[config.mk]
export PLATFORM = sky130hd
export DESIGN_NAME = issue_queue_multi_flat
export DESIGN_NICKNAME = d
export VERILOG_FILES = /design/src/rtl/issue_queue_multi_if.sv /design/src/rtl/issue_queue_multi.sv /design/src/flat_wrapper.sv
export SDC_FILE = /design/constraint.sdc
export NUM_CORES = 2
export LEC_CHECK = 0
export CAP_MARGIN = 40
export CORE_MARGIN = 3
export CORE_UTILIZATION = 35
export DETAILED_ROUTE_END_ITERATION = 8
export HOLD_SLACK_MARGIN = 0.08
export PLACE_DENSITY = 0.54
export RECOVER_POWER = 100
export REMOVE_ABC_BUFFERS = 1
export SETUP_SLACK_MARGIN = 0.15
export SYNTH_ARGS = -nofsm -noshare
export SYNTH_HDL_FRONTEND = slang
export SYNTH_SLANG_ARGS = --single-unit
[constraint.sdc]
create_clock -name clock -period 26 [get_ports clock]
set_input_delay 3.9 -clock clock [delete_from_list [all_inputs] [get_ports clock]]
set_output_delay 3.9 -clock clock [all_outputs]
set_load 0.005 [all_outputs]
[src/rtl/issue_queue_multi_if.sv]
// Dispatch / writeback / issue / flush bundle for the multi-entry issue queue.
// The queue side uses the slave modport; the dispatch/execution environment uses master.
interface issue_queue_multi_if #(
  parameter int DEPTH     = 8,
  parameter int NUM_WB    = 2,
  parameter int PREG_W    = 6,
  parameter int ROB_W     = 6,
  parameter int PAYLOAD_W = 128
);
  localparam int OCC_W = $clog2(DEPTH) + 1;

  logic                     enq_valid;
  logic                     enq_ready;
  logic [PREG_W-1:0]        enq_prs1;
  logic [PREG_W-1:0]        enq_prs2;
  logic                     enq_src1_state;
  logic                     enq_src2_state;
  logic                     enq_robidx_flag;
  logic [ROB_W-1:0]         enq_robidx;
  logic [PAYLOAD_W-1:0]     enq_payload;
  logic [NUM_WB-1:0]        wb_valid;
  logic [NUM_WB*PREG_W-1:0] wb_prd;
  logic                     issue_valid;
  logic                     issue_ready;
  logic [PREG_W-1:0]        issue_prs1;
  logic [PREG_W-1:0]        issue_prs2;
  logic                     issue_robidx_flag;
  logic [ROB_W-1:0]         issue_robidx;
  logic [PAYLOAD_W-1:0]     issue_payload;
  logic                     flush_valid;
  logic                     flush_robidx_flag;
  logic [ROB_W-1:0]         flush_robidx;
  logic [OCC_W-1:0]         occupancy;

  modport slave (
    input  enq_valid, enq_prs1, enq_prs2, enq_src1_state, enq_src2_state,
           enq_robidx_flag, enq_robidx, enq_payload, wb_valid, wb_prd,
           issue_ready, flush_valid, flush_robidx_flag, flush_robidx,
    output enq_ready, issue_valid, issue_prs1, issue_prs2, issue_robidx_flag,
           issue_robidx, issue_payload, occupancy
  );

  modport master (
    output enq_valid, enq_prs1, enq_prs2, enq_src1_state, enq_src2_state,
           enq_robidx_flag, enq_robidx, enq_payload, wb_valid, wb_prd,
           issue_ready, flush_valid, flush_robidx_flag, flush_robidx,
    input  enq_ready, issue_valid, issue_prs1, issue_prs2, issue_robidx_flag,
           issue_robidx, issue_payload, occupancy
  );
endinterface

[src/rtl/issue_queue_multi.sv]
// DEPTH-entry issue queue: wakeup from NUM_WB writeback ports with enqueue bypass,
// oldest-ready select by ROB age, and flush of entries younger than a redirect point.
module issue_queue_multi #(
  parameter int DEPTH     = 8,
  parameter int NUM_WB    = 2,
  parameter int PREG_W    = 6,
  parameter int ROB_W     = 6,
  parameter int PAYLOAD_W = 128
) (
  input logic clock,
  input logic reset,
  issue_queue_multi_if.slave bus
);
  localparam int IDX_W = $clog2(DEPTH);
  localparam int OCC_W = IDX_W + 1;

  logic [DEPTH-1:0]     ent_vld_p1;
  logic [DEPTH-1:0]     ent_src1_p1;
  logic [DEPTH-1:0]     ent_src2_p1;
  logic [DEPTH-1:0]     ent_flag_p1;
  logic [PREG_W-1:0]    ent_prs1_p1 [DEPTH];
  logic [PREG_W-1:0]    ent_prs2_p1 [DEPTH];
  logic [ROB_W-1:0]     ent_idx_p1  [DEPTH];
  logic [PAYLOAD_W-1:0] ent_pl_p1   [DEPTH];
  logic [OCC_W-1:0]     occ_p1;

  logic [DEPTH-1:0]        ready;
  logic [DEPTH-1:0]        kill;
  logic                    sel_found;
  logic [IDX_W-1:0]        sel_idx;
  logic [IDX_W-1:0]        free_idx;
  logic [OCC_W-1:0]        flushed_count;
  logic                    enq_fire;
  logic                    issue_fire;
  logic signed [OCC_W+1:0] occ_sum;

  function automatic logic is_older(input logic fa, input logic [ROB_W-1:0] ia,
                                    input logic fb, input logic [ROB_W-1:0] ib);
    return (fa == fb) ? (ia < ib) : (ia > ib);
  endfunction

  function automatic logic wb_hit(input logic [PREG_W-1:0] preg,
                                  input logic [NUM_WB-1:0] vld,
                                  input logic [NUM_WB*PREG_W-1:0] prd);
    logic hit;
    hit = 1'b0;
    for (int w = 0; w < NUM_WB; w++)
      if (vld[w] && prd[w*PREG_W +: PREG_W] == preg) hit = 1'b1;
    return hit;
  endfunction

  // Combinational select, allocation and flush evaluation over registered entry state
  assign ready = ent_vld_p1 & ent_src1_p1 & ent_src2_p1;

  always_comb begin
    sel_found     = 1'b0;
    sel_idx       = '0;
    free_idx      = '0;
    flushed_count = '0;
    kill          = '0;
    for (int i = 0; i < DEPTH; i++) begin
      if (ready[i] && (!sel_found ||
          is_older(ent_flag_p1[i], ent_idx_p1[i], ent_flag_p1[sel_idx], ent_idx_p1[sel_idx]))) begin
        sel_found = 1'b1;
        sel_idx   = IDX_W'(i);
      end
      kill[i] = bus.flush_valid && ent_vld_p1[i] &&
                is_older(bus.flush_robidx_flag, bus.flush_robidx, ent_flag_p1[i], ent_idx_p1[i]);
      flushed_count = flushed_count + OCC_W'(kill[i]);
    end
    for (int i = DEPTH - 1; i >= 0; i--)
      if (!ent_vld_p1[i]) free_idx = IDX_W'(i);
  end

  assign bus.enq_ready         = !bus.flush_valid && (occ_p1 < OCC_W'(DEPTH));
  assign bus.issue_valid       = sel_found && !bus.flush_valid;
  assign enq_fire              = bus.enq_valid && bus.enq_ready;
  assign issue_fire            = bus.issue_valid && bus.issue_ready;
  assign bus.issue_prs1        = ent_prs1_p1[sel_idx];
  assign bus.issue_prs2        = ent_prs2_p1[sel_idx];
  assign bus.issue_robidx_flag = ent_flag_p1[sel_idx];
  assign bus.issue_robidx      = ent_idx_p1[sel_idx];
  assign bus.issue_payload     = ent_pl_p1[sel_idx];
  assign bus.occupancy         = occ_p1;

  assign occ_sum = $signed({2'b00, occ_p1})
                 + $signed({{(OCC_W+1){1'b0}}, enq_fire})
                 - $signed({{(OCC_W+1){1'b0}}, issue_fire})
                 - $signed({2'b00, flushed_count});

  // Entry control state and occupancy register
  always_ff @(posedge clock) begin
    if (reset) begin
      ent_vld_p1  <= '0;
      ent_src1_p1 <= '0;
      ent_src2_p1 <= '0;
      occ_p1      <= '0;
    end else begin
      for (int i = 0; i < DEPTH; i++) begin
        if (kill[i] || (issue_fire && sel_idx == IDX_W'(i))) ent_vld_p1[i] <= 1'b0;
        if (ent_vld_p1[i] && wb_hit(ent_prs1_p1[i], bus.wb_valid, bus.wb_prd)) ent_src1_p1[i] <= 1'b1;
        if (ent_vld_p1[i] && wb_hit(ent_prs2_p1[i], bus.wb_valid, bus.wb_prd)) ent_src2_p1[i] <= 1'b1;
      end
      if (enq_fire) begin
        ent_vld_p1[free_idx]  <= 1'b1;
        ent_src1_p1[free_idx] <= bus.enq_src1_state || wb_hit(bus.enq_prs1, bus.wb_valid, bus.wb_prd);
        ent_src2_p1[free_idx] <= bus.enq_src2_state || wb_hit(bus.enq_prs2, bus.wb_valid, bus.wb_prd);
      end
      occ_p1 <= occ_sum[OCC_W-1:0];
    end
  end

  // Entry data fields carry no reset; they are qualified by ent_vld_p1
  always_ff @(posedge clock) begin
    if (enq_fire) begin
      ent_prs1_p1[free_idx] <= bus.enq_prs1;
      ent_prs2_p1[free_idx] <= bus.enq_prs2;
      ent_flag_p1[free_idx] <= bus.enq_robidx_flag;
      ent_idx_p1[free_idx]  <= bus.enq_robidx;
      ent_pl_p1[free_idx]   <= bus.enq_payload;
    end
  end

  occ_bounds_a: assert property (@(posedge clock) disable iff (reset)
                                 occ_sum >= 0 && occ_sum <= DEPTH);
endmodule

[src/flat_wrapper.sv]
// flat-port wrapper written by rule: the top's interface ports become plain ports
module issue_queue_multi_flat 
#(
  parameter int DEPTH     = 8,
  parameter int NUM_WB    = 2,
  parameter int PREG_W    = 6,
  parameter int ROB_W     = 6,
  parameter int PAYLOAD_W = 128
)
  (clock, reset, bus_enq_valid, bus_enq_prs1, bus_enq_prs2, bus_enq_src1_state, bus_enq_src2_state, bus_enq_robidx_flag, bus_enq_robidx, bus_enq_payload, bus_wb_valid, bus_wb_prd, bus_issue_ready, bus_flush_valid, bus_flush_robidx_flag, bus_flush_robidx, bus_enq_ready, bus_issue_valid, bus_issue_prs1, bus_issue_prs2, bus_issue_robidx_flag, bus_issue_robidx, bus_issue_payload, bus_occupancy);
  issue_queue_multi_if #(.DEPTH(DEPTH), .NUM_WB(NUM_WB), .PREG_W(PREG_W), .ROB_W(ROB_W), .PAYLOAD_W(PAYLOAD_W)) bus_i ();
  input logic clock;
  input logic reset;
  input wire logic [$bits(bus_i.enq_valid)-1:0] bus_enq_valid;
  input wire logic [$bits(bus_i.enq_prs1)-1:0] bus_enq_prs1;
  input wire logic [$bits(bus_i.enq_prs2)-1:0] bus_enq_prs2;
  input wire logic [$bits(bus_i.enq_src1_state)-1:0] bus_enq_src1_state;
  input wire logic [$bits(bus_i.enq_src2_state)-1:0] bus_enq_src2_state;
  input wire logic [$bits(bus_i.enq_robidx_flag)-1:0] bus_enq_robidx_flag;
  input wire logic [$bits(bus_i.enq_robidx)-1:0] bus_enq_robidx;
  input wire logic [$bits(bus_i.enq_payload)-1:0] bus_enq_payload;
  input wire logic [$bits(bus_i.wb_valid)-1:0] bus_wb_valid;
  input wire logic [$bits(bus_i.wb_prd)-1:0] bus_wb_prd;
  input wire logic [$bits(bus_i.issue_ready)-1:0] bus_issue_ready;
  input wire logic [$bits(bus_i.flush_valid)-1:0] bus_flush_valid;
  input wire logic [$bits(bus_i.flush_robidx_flag)-1:0] bus_flush_robidx_flag;
  input wire logic [$bits(bus_i.flush_robidx)-1:0] bus_flush_robidx;
  output wire logic [$bits(bus_i.enq_ready)-1:0] bus_enq_ready;
  output wire logic [$bits(bus_i.issue_valid)-1:0] bus_issue_valid;
  output wire logic [$bits(bus_i.issue_prs1)-1:0] bus_issue_prs1;
  output wire logic [$bits(bus_i.issue_prs2)-1:0] bus_issue_prs2;
  output wire logic [$bits(bus_i.issue_robidx_flag)-1:0] bus_issue_robidx_flag;
  output wire logic [$bits(bus_i.issue_robidx)-1:0] bus_issue_robidx;
  output wire logic [$bits(bus_i.issue_payload)-1:0] bus_issue_payload;
  output wire logic [$bits(bus_i.occupancy)-1:0] bus_occupancy;
  assign bus_i.enq_valid = bus_enq_valid;
  assign bus_i.enq_prs1 = bus_enq_prs1;
  assign bus_i.enq_prs2 = bus_enq_prs2;
  assign bus_i.enq_src1_state = bus_enq_src1_state;
  assign bus_i.enq_src2_state = bus_enq_src2_state;
  assign bus_i.enq_robidx_flag = bus_enq_robidx_flag;
  assign bus_i.enq_robidx = bus_enq_robidx;
  assign bus_i.enq_payload = bus_enq_payload;
  assign bus_i.wb_valid = bus_wb_valid;
  assign bus_i.wb_prd = bus_wb_prd;
  assign bus_i.issue_ready = bus_issue_ready;
  assign bus_i.flush_valid = bus_flush_valid;
  assign bus_i.flush_robidx_flag = bus_flush_robidx_flag;
  assign bus_i.flush_robidx = bus_flush_robidx;
  assign bus_enq_ready = bus_i.enq_ready;
  assign bus_issue_valid = bus_i.issue_valid;
  assign bus_issue_prs1 = bus_i.issue_prs1;
  assign bus_issue_prs2 = bus_i.issue_prs2;
  assign bus_issue_robidx_flag = bus_i.issue_robidx_flag;
  assign bus_issue_robidx = bus_i.issue_robidx;
  assign bus_issue_payload = bus_i.issue_payload;
  assign bus_occupancy = bus_i.occupancy;
  issue_queue_multi #(.DEPTH(DEPTH), .NUM_WB(NUM_WB), .PREG_W(PREG_W), .ROB_W(ROB_W), .PAYLOAD_W(PAYLOAD_W)) u_core (.clock(clock), .reset(reset), .bus(bus_i));
endmodule
# Yosys cells after proc, flatten, opt, wreduce, memory -nomap -nowiden
# Memories as Yosys holds them, arrays and structs flattened.
# Cells that the tools add are included.
dict set report totals {
  reg_bits 36
  ramBits 1168
  inputBits 175
  mem_count 4
}
dict set report op_classes {
  addsub 10
  order_cmp 40
  n_eq_ne 58
  muxes 166
  bitwise 3
  n_reduce_logical 114
}
# name depth width read_ports rd_ports_with_merged_regs wr line
set memory_table {}
lappend memory_table {u_core.ent_pl_p1 8 128 1 0 1 issue_queue_multi.sv:24} ;# logic [PAYLOAD_W-1:0] ent_pl_p1 [DEPTH];
lappend memory_table {u_core.ent_idx_p1 8 6 15 0 1 issue_queue_multi.sv:23} ;# logic [ROB_W-1:0] ent_idx_p1 [DEPTH];
lappend memory_table {u_core.ent_prs1_p1 8 6 9 0 1 issue_queue_multi.sv:21} ;# logic [PREG_W-1:0] ent_prs1_p1 [DEPTH];
lappend memory_table {u_core.ent_prs2_p1 8 6 9 0 1 issue_queue_multi.sv:22} ;# logic [PREG_W-1:0] ent_prs2_p1 [DEPTH];
# operator count
set ops {}
lappend ops {{== test 6 bit} 36}
lappend ops {{2-to-1 mux 1 bit} 138}
lappend ops {{greater-than comparator 6 bit} 15}
lappend ops {{< comparator 6 bit} 15}
lappend ops {{logical AND 1 bit} 88}
lappend ops {{2-to-1 mux 3 bit} 14}
lappend ops {{< comparator 3 x 4 -> 1 bit, second input constant} 8}
lappend ops {{adder 4 x 1 -> 4 bit} 7}
lappend ops {{bitwise mux 8 bit} 3}
lappend ops {{2-to-1 mux 8 bit} 3}
lappend ops {{binary-select mux 1 bit (select 3 bit)} 7}
lappend ops {{logical OR 1 bit} 17}
lappend ops {{bitwise AND 8 bit} 2}
lappend ops {{== test 1 bit} 15}
lappend ops {{== test 3 bit, second input constant} 4}
lappend ops {{logical NOT 1 bit} 8}
lappend ops {{bitwise OR 8 bit} 1}
lappend ops {{== test 3 x 2 -> 1 bit, second input constant} 2}
lappend ops {{< comparator 4 bit, second input constant} 1}
lappend ops {{subtractor 4 x 2 -> 4 bit} 1}
lappend ops {{subtractor 4 bit} 1}
lappend ops {{demux 1 bit (select 3 bit)} 1}
lappend ops {{== test 3 x 1 -> 1 bit, second input constant} 1}
lappend ops {{greater-or-equal comparator 3 x 1 -> 1 bit, second input constant} 1}
lappend ops {{2 further kinds} 2}

# Depth between registers and ports, before layout
dict set report depth {
  depth_word 57
  depth_mapped 88
  depth_no_buf 78
}

# Worst setup path before layout
# OpenSTA, ideal clock, no wires.
dict set report synth_timing {
  kind {flip-flop to output port}
  from {mem u_core.ent_idx_p1[0][1]}
  to {out bus_issue_payload[101]}
  t_arrival_ns 16.332
  slack_ns 5.768
  stages_incl_launch_ff 86
  path_cell_list {edfxtp_1 -> inv_1 -> ha_1 -> nor2b_1 -> o21bai_1 -> nand2_1 -> mux2i_1 -> o21ai_1 -> clkbuf_1 -> a21oi_1 -> ha_1 -> nand4_1 -> o21bai_1 -> a31oi_1 -> mux2i_1 -> a21oi_1 -> mux2i_1 -> inv_1 -> [50 not listed] -> mux2i_1 -> o21ai_0 -> mux2_2 -> ha_1 -> a21o_1 -> a21o_1 -> a211o_1 -> o21ai_0 -> and2_1 -> nand2b_1 -> a211oi_2 -> or2_1 -> buf_6 -> buf_6 -> buf_2 -> o211a_1 -> a211oi_1 -> o32ai_1}
}
# item line
set synth_lines {}
lappend synth_lines {{start, declared} issue_queue_multi.sv:23}
lappend synth_lines {{end, declared} flat_wrapper.sv:34} ;# output wire logic [$bits(bus_i.issue_payload)-1:0] bus_issue_payload;

==> impl_metrics.sql <==
INSERT INTO impl_metrics (metric_group, metric, value, unit) VALUES
('sta', 'transition_at_the_pin_with_the_smallest_max_transition_slack', '7.78', 'ns'),
('sta', 'fmax', '0.0403', 'GHz'),
('place', 'numPortBuffers', '327', ''),
('die', 'initial_utilization', '35.4', '%'),
('drt', 'drt-initial-drc-count', '3428', ''),
('yosys', 'postSynth.topFlopCell', 'sky130_fd_sc_hd__edfxtp_1', ''),
('grt', 'grt_overflow_total', '0', ''),
('status', 'run_status', 'complete, but fails checks', ''),
('worst_setup_path', 'crit_top_cell', 'sky130_fd_sc_hd__ha_1', ''),
('clock_network', 'clk_root_buffer_cell', 'sky130_fd_sc_hd__clkbuf_16', ''),
('sta', 'timing.final.hold_violations', '0', ''),
('drt', 'drc_errors', '0', ''),
('grt', 'grt_pass1_vias', '35600', ''),
('power', 'power_leakage', '21.4', 'nW'),
('worst_setup_path', 'r2r_slack', '6.66', 'ns'),
('sta', 'slew-limit-headroom', '-418', '%'),
('power', 'total_power', '4.23', 'mW'),
('drt', 'drtPass1Iterations', '6', ''),
('clock_network', 'cts.path.max_buffers', '3', ''),
('yosys', 'synth-seq-cells', '1204', ''),
('job', 'timing.max_cap.violations', '28', ''),
('clock_network', 'numClockSinks', '1204', ''),
('yosys', 'synth_enable_flop_cells', '1176', ''),
('worst_setup_path', 'worstPathArrival', '20.90', 'ns'),
('yosys', 'syn-instance-count', '3778', ''),
('sta', 'worst_clock_skew', '0.0693', 'ns'),
('die', 'fp-row-count', '142', ''),
('cells_and_area', 'finish.utilization', '42.1', '%'),
('worst_setup_path', 'critPathLaunch', 'u_core.ent_idx_p1[0][4]', ''),
('cells_and_area', 'n_fill_cell', '13900', ''),
('clock_network', 'tritoncts', 'yes', ''),
('grt', 'grt_first_pass_wirelength', '256000', 'um'),
('power', 'vdd_drop_max', '0.0604', 'mV'),
('die', 'core_area', '0.150', 'mm^2'),
('worst_setup_path', 'cp_slowest_stage_delay', '0.68', 'ns'),
('worst_setup_path', 'reg_to_reg_startpoint', 'u_core.ent_idx_p1[0][4]', ''),
('worst_setup_path', 'critical_path.max_fanout', '62', ''),
('sta', 'timing.final.crit_share', '95.4', '%'),
('grt', 'grt_max_degree', '155', ''),
('cells_and_area', 'final_nets', '4332', ''),
('yosys', 'ys_seq_area_share', '67.5', '%'),
('status', 'failed_checks', 'max-capacitance violations, max-slew violations', ''),
('clock_network', 'clk_latency', '0.80', 'ns'),
('worst_setup_path', 'critical_path_required', '22.10', 'ns'),
('clock_network', 'htree_levels', '4', ''),
('grt', 'antenna_found_initial', '51', ''),
('cells_and_area', 'final_layout_size_suffix_gt1_share', '7.53', '%'),
('die', 'die_x', '396', 'um'),
('worst_setup_path', 'timing.critical_path.from_type', 'flip-flop', ''),
('yosys', 'async_flop_share', '0', '%'),
('worst_hold_path', 'hold_class', 'flip-flop to flip-flop', ''),
('worst_setup_path', 'crit_path_top_delay_cell', 'sky130_fd_sc_hd__dlygate4sd3_1', ''),
('worst_setup_path', 'worstSetupEndpointType', 'output pin', ''),
('drt', 'drt-wirelength-per-cell', '28.9', 'um'),
('sta', 'post-route-min-period', '24.80', 'ns'),
('worst_hold_path', 'worst_hold_startpoint', 'u_core.ent_src2_p1[3]', ''),
('sta', 'final-setup-viol-count', '0', ''),
('drt', 'drtAntennaViolNets', '0', ''),
('die', 'io_pins', '328', ''),
('sta', 'unrepaired_setup_endpoints_after_global_routing', 'false', ''),
('yosys', 'mappedNetlistArea', '0.0532', 'mm^2'),
('clock_network', 'worst_setup_hold_path_clk_slew', '0.06', 'ns'),
('place', 'dp_hpwl', '103000', 'um'),
('drt', 'drt_wl_total', '179000', 'um'),
('clock_network', 'numCtsBuffers', '134', ''),
('yosys', 'netlist-cell-type-count', '86', ''),
('sta', 'final_max_slew_viol_count', '1202', ''),
('power', 'power_density', '66.9', 'mW/mm^2'),
('die', 'die-area', '0.157', 'mm^2'),
('yosys', 'yosysWarningCount', '0', ''),
('yosys', 'avgSynthCellArea', '14.1', 'um^2'),
('drt', 'route.vias.total', '36100', ''),
('cells_and_area', 'area_overhead_vs_synth', '18.9', '%'),
('die', 'die_y', '396', 'um'),
('place', 'place_congestion', '0.930', ''),
('drt', 'avgViaCountPerCell', '5.84', ''),
('grt', 'grtUsageTotal', '22.1', '%'),
('worst_setup_path', 'criticalPathCategory', 'flip-flop to output pin', '');
## cells in the final DEF (no fill, tap or decap), types with 94 or more instances in the layout
cell type	n
sky130_fd_sc_hd__a211oi_1	183
sky130_fd_sc_hd__clkbuf_16	134
sky130_fd_sc_hd__xor2_1	94
sky130_fd_sc_hd__edfxtp_1	1176
sky130_fd_sc_hd__dlygate4sd3_1	276
sky130_fd_sc_hd__a22oi_1	113
sky130_fd_sc_hd__ha_1	100
sky130_fd_sc_hd__a21oi_1	215
sky130_fd_sc_hd__xnor2_1	136
sky130_fd_sc_hd__a221oi_1	233
sky130_fd_sc_hd__inv_1	105
sky130_fd_sc_hd__nand2_1	285
## worst max-delay path: cells and delay by family, from the launching register on
kind / cells / cell delay (ns)
flip-flops: 1 / 0.48
multiplexers: 6 / 1.62
adder cells (fa/ha/maj): 7 / 2.17
AND/OR/NAND/NOR: 20 / 4.02
buffers and inverters: 8 / 2.79
AO/OA/AOI/OAI: 36 / 9.00
## cell families after synthesis
kind of cell    count (synthesis)  share of synthesized area, %
buf+inv                       408                          3.21
simple gates                  617                          5.46
fa+ha+maj                     106                          2.58
xor+xnor                      231                          3.82
flops                        1204                          67.5
compound gates               1183                          16.9
mux                            29                         0.588
## per-stage QoR
| stage | instances | hold slack, ns | setup slack, ns | cell area, um^2 | TNS [ns] |
|---|---|---|---|---|---|
| 6_report | 6193 | 0.511 | 1.20 | 63200 | 0 |
| 5_1_grt | 6180 | 0.548 | 0.0194 | 63200 | 0 |
| 3_5_place_dp | 5924 | 0.503 | 1.24 | 59100 | 0 |
| 3_3_place_gp | 5902 | 0.497 | 1.23 | 58600 | 0 |
| 2_1_floorplan | 3478 | 0.470 | -2.12 | 51900 | -290.85 |
| 4_1_cts | 6165 | 0.511 | 0.369 | 63400 | 0 |
## power breakdown
part           switching [mW]  internal [mW]
Clock                   0.820           1.05
Sequential            0.00853           2.16
Combinational           0.112         0.0779
Total                   0.941           3.29
## cells in the mapped netlist, types with 7 or more instances
cell type / instances / area (um^2)
sky130_fd_sc_hd__o22ai_1: 8 / 50.1
sky130_fd_sc_hd__a21o_1: 30 / 225
sky130_fd_sc_hd__o21ai_0: 83 / 415
sky130_fd_sc_hd__a22oi_1: 113 / 848
sky130_fd_sc_hd__a22o_1: 26 / 228
sky130_fd_sc_hd__or4_1: 17 / 128
sky130_fd_sc_hd__a221oi_1: 234 / 2050
sky130_fd_sc_hd__ha_1: 100 / 1250
sky130_fd_sc_hd__o221ai_1: 9 / 78.8
sky130_fd_sc_hd__buf_2: 62 / 310
sky130_fd_sc_hd__buf_4: 16 / 120
sky130_fd_sc_hd__nor3_1: 28 / 140
sky130_fd_sc_hd__nor4_1: 13 / 81.3
sky130_fd_sc_hd__a21oi_1: 216 / 1080
sky130_fd_sc_hd__and3_1: 62 / 388
sky130_fd_sc_hd__o211ai_1: 7 / 52.6
sky130_fd_sc_hd__nand4_1: 50 / 313
sky130_fd_sc_hd__mux2i_1: 23 / 230
sky130_fd_sc_hd__nor2_1: 88 / 330
sky130_fd_sc_hd__xnor2_1: 136 / 1190
sky130_fd_sc_hd__xor2_1: 94 / 823
sky130_fd_sc_hd__o32ai_1: 43 / 377
sky130_fd_sc_hd__inv_1: 108 / 405
sky130_fd_sc_hd__a311oi_1: 7 / 61.3
sky130_fd_sc_hd__a222oi_1: 21 / 210
sky130_fd_sc_hd__a211oi_1: 183 / 1370
sky130_fd_sc_hd__dfxtp_1: 28 / 561
sky130_fd_sc_hd__buf_1: 14 / 52.6
sky130_fd_sc_hd__clkbuf_1: 203 / 762
sky130_fd_sc_hd__a31oi_1: 16 / 100
sky130_fd_sc_hd__a2111oi_0: 17 / 149
sky130_fd_sc_hd__o211a_1: 60 / 601
sky130_fd_sc_hd__a221o_1: 49 / 490
sky130_fd_sc_hd__edfxtp_1: 1176 / 35300
sky130_fd_sc_hd__nand2_1: 287 / 1080
sky130_fd_sc_hd__nand3_1: 32 / 160
## registers in the layout (all words and copies together), names as in the netlist
signal	cells
u_core.ent_pl_p1	1024
u_core.ent_idx_p1	48
u_core.ent_prs1_p1	48
u_core.ent_prs2_p1	48
u_core.ent_flag_p1	8
u_core.ent_src1_p1	8
u_core.ent_src2_p1	8
u_core.ent_vld_p1	8
u_core.bus.occupancy	4
## per-layer routing
| layer | track usage (%) | routed length, um |
|---|---|---|
| met4 | 5.88 | 4420 |
| met5 | 0 | 89 |
| met3 | 4.94 | 13900 |
| met1 | 30.7 | 77800 |
| met2 | 35.0 | 82800 |
## repair_timing
item                                    in CTS  in global routing
buffers inserted                             0                  4
endpoints found under the setup margin       0                147
hold buffers                                 0                  0
resized for setup                            0                  7
## path summary, 6_finish.rpt
check                                              to  depth (start not counted)
worst max-delay path                bus_issue_prs1[5]                         77
worst min-delay path            u_core.ent_src2_p1[3]                          2
worst max register to register   u_core.ent_vld_p1[1]                         76
worst min register to register  u_core.ent_src2_p1[3]                          2
## layout make-up
cell class / count / area (um^2) / area share [%]
antenna: 21 / 52.6 / 0.0831
clock buffer: 167 / 3500 / 5.53
clock inverter: 74 / 875 / 1.38
inverter: 108 / 409 / 0.647
multi-input combinational: 2169 / 15700 / 24.9
sequential: 1204 / 35900 / 56.8
tap: 2016 / 2520 / 3.99
timing repair buffer: 434 / 4240 / 6.70
No activity file was read; power rests on OpenSTA's default activity.
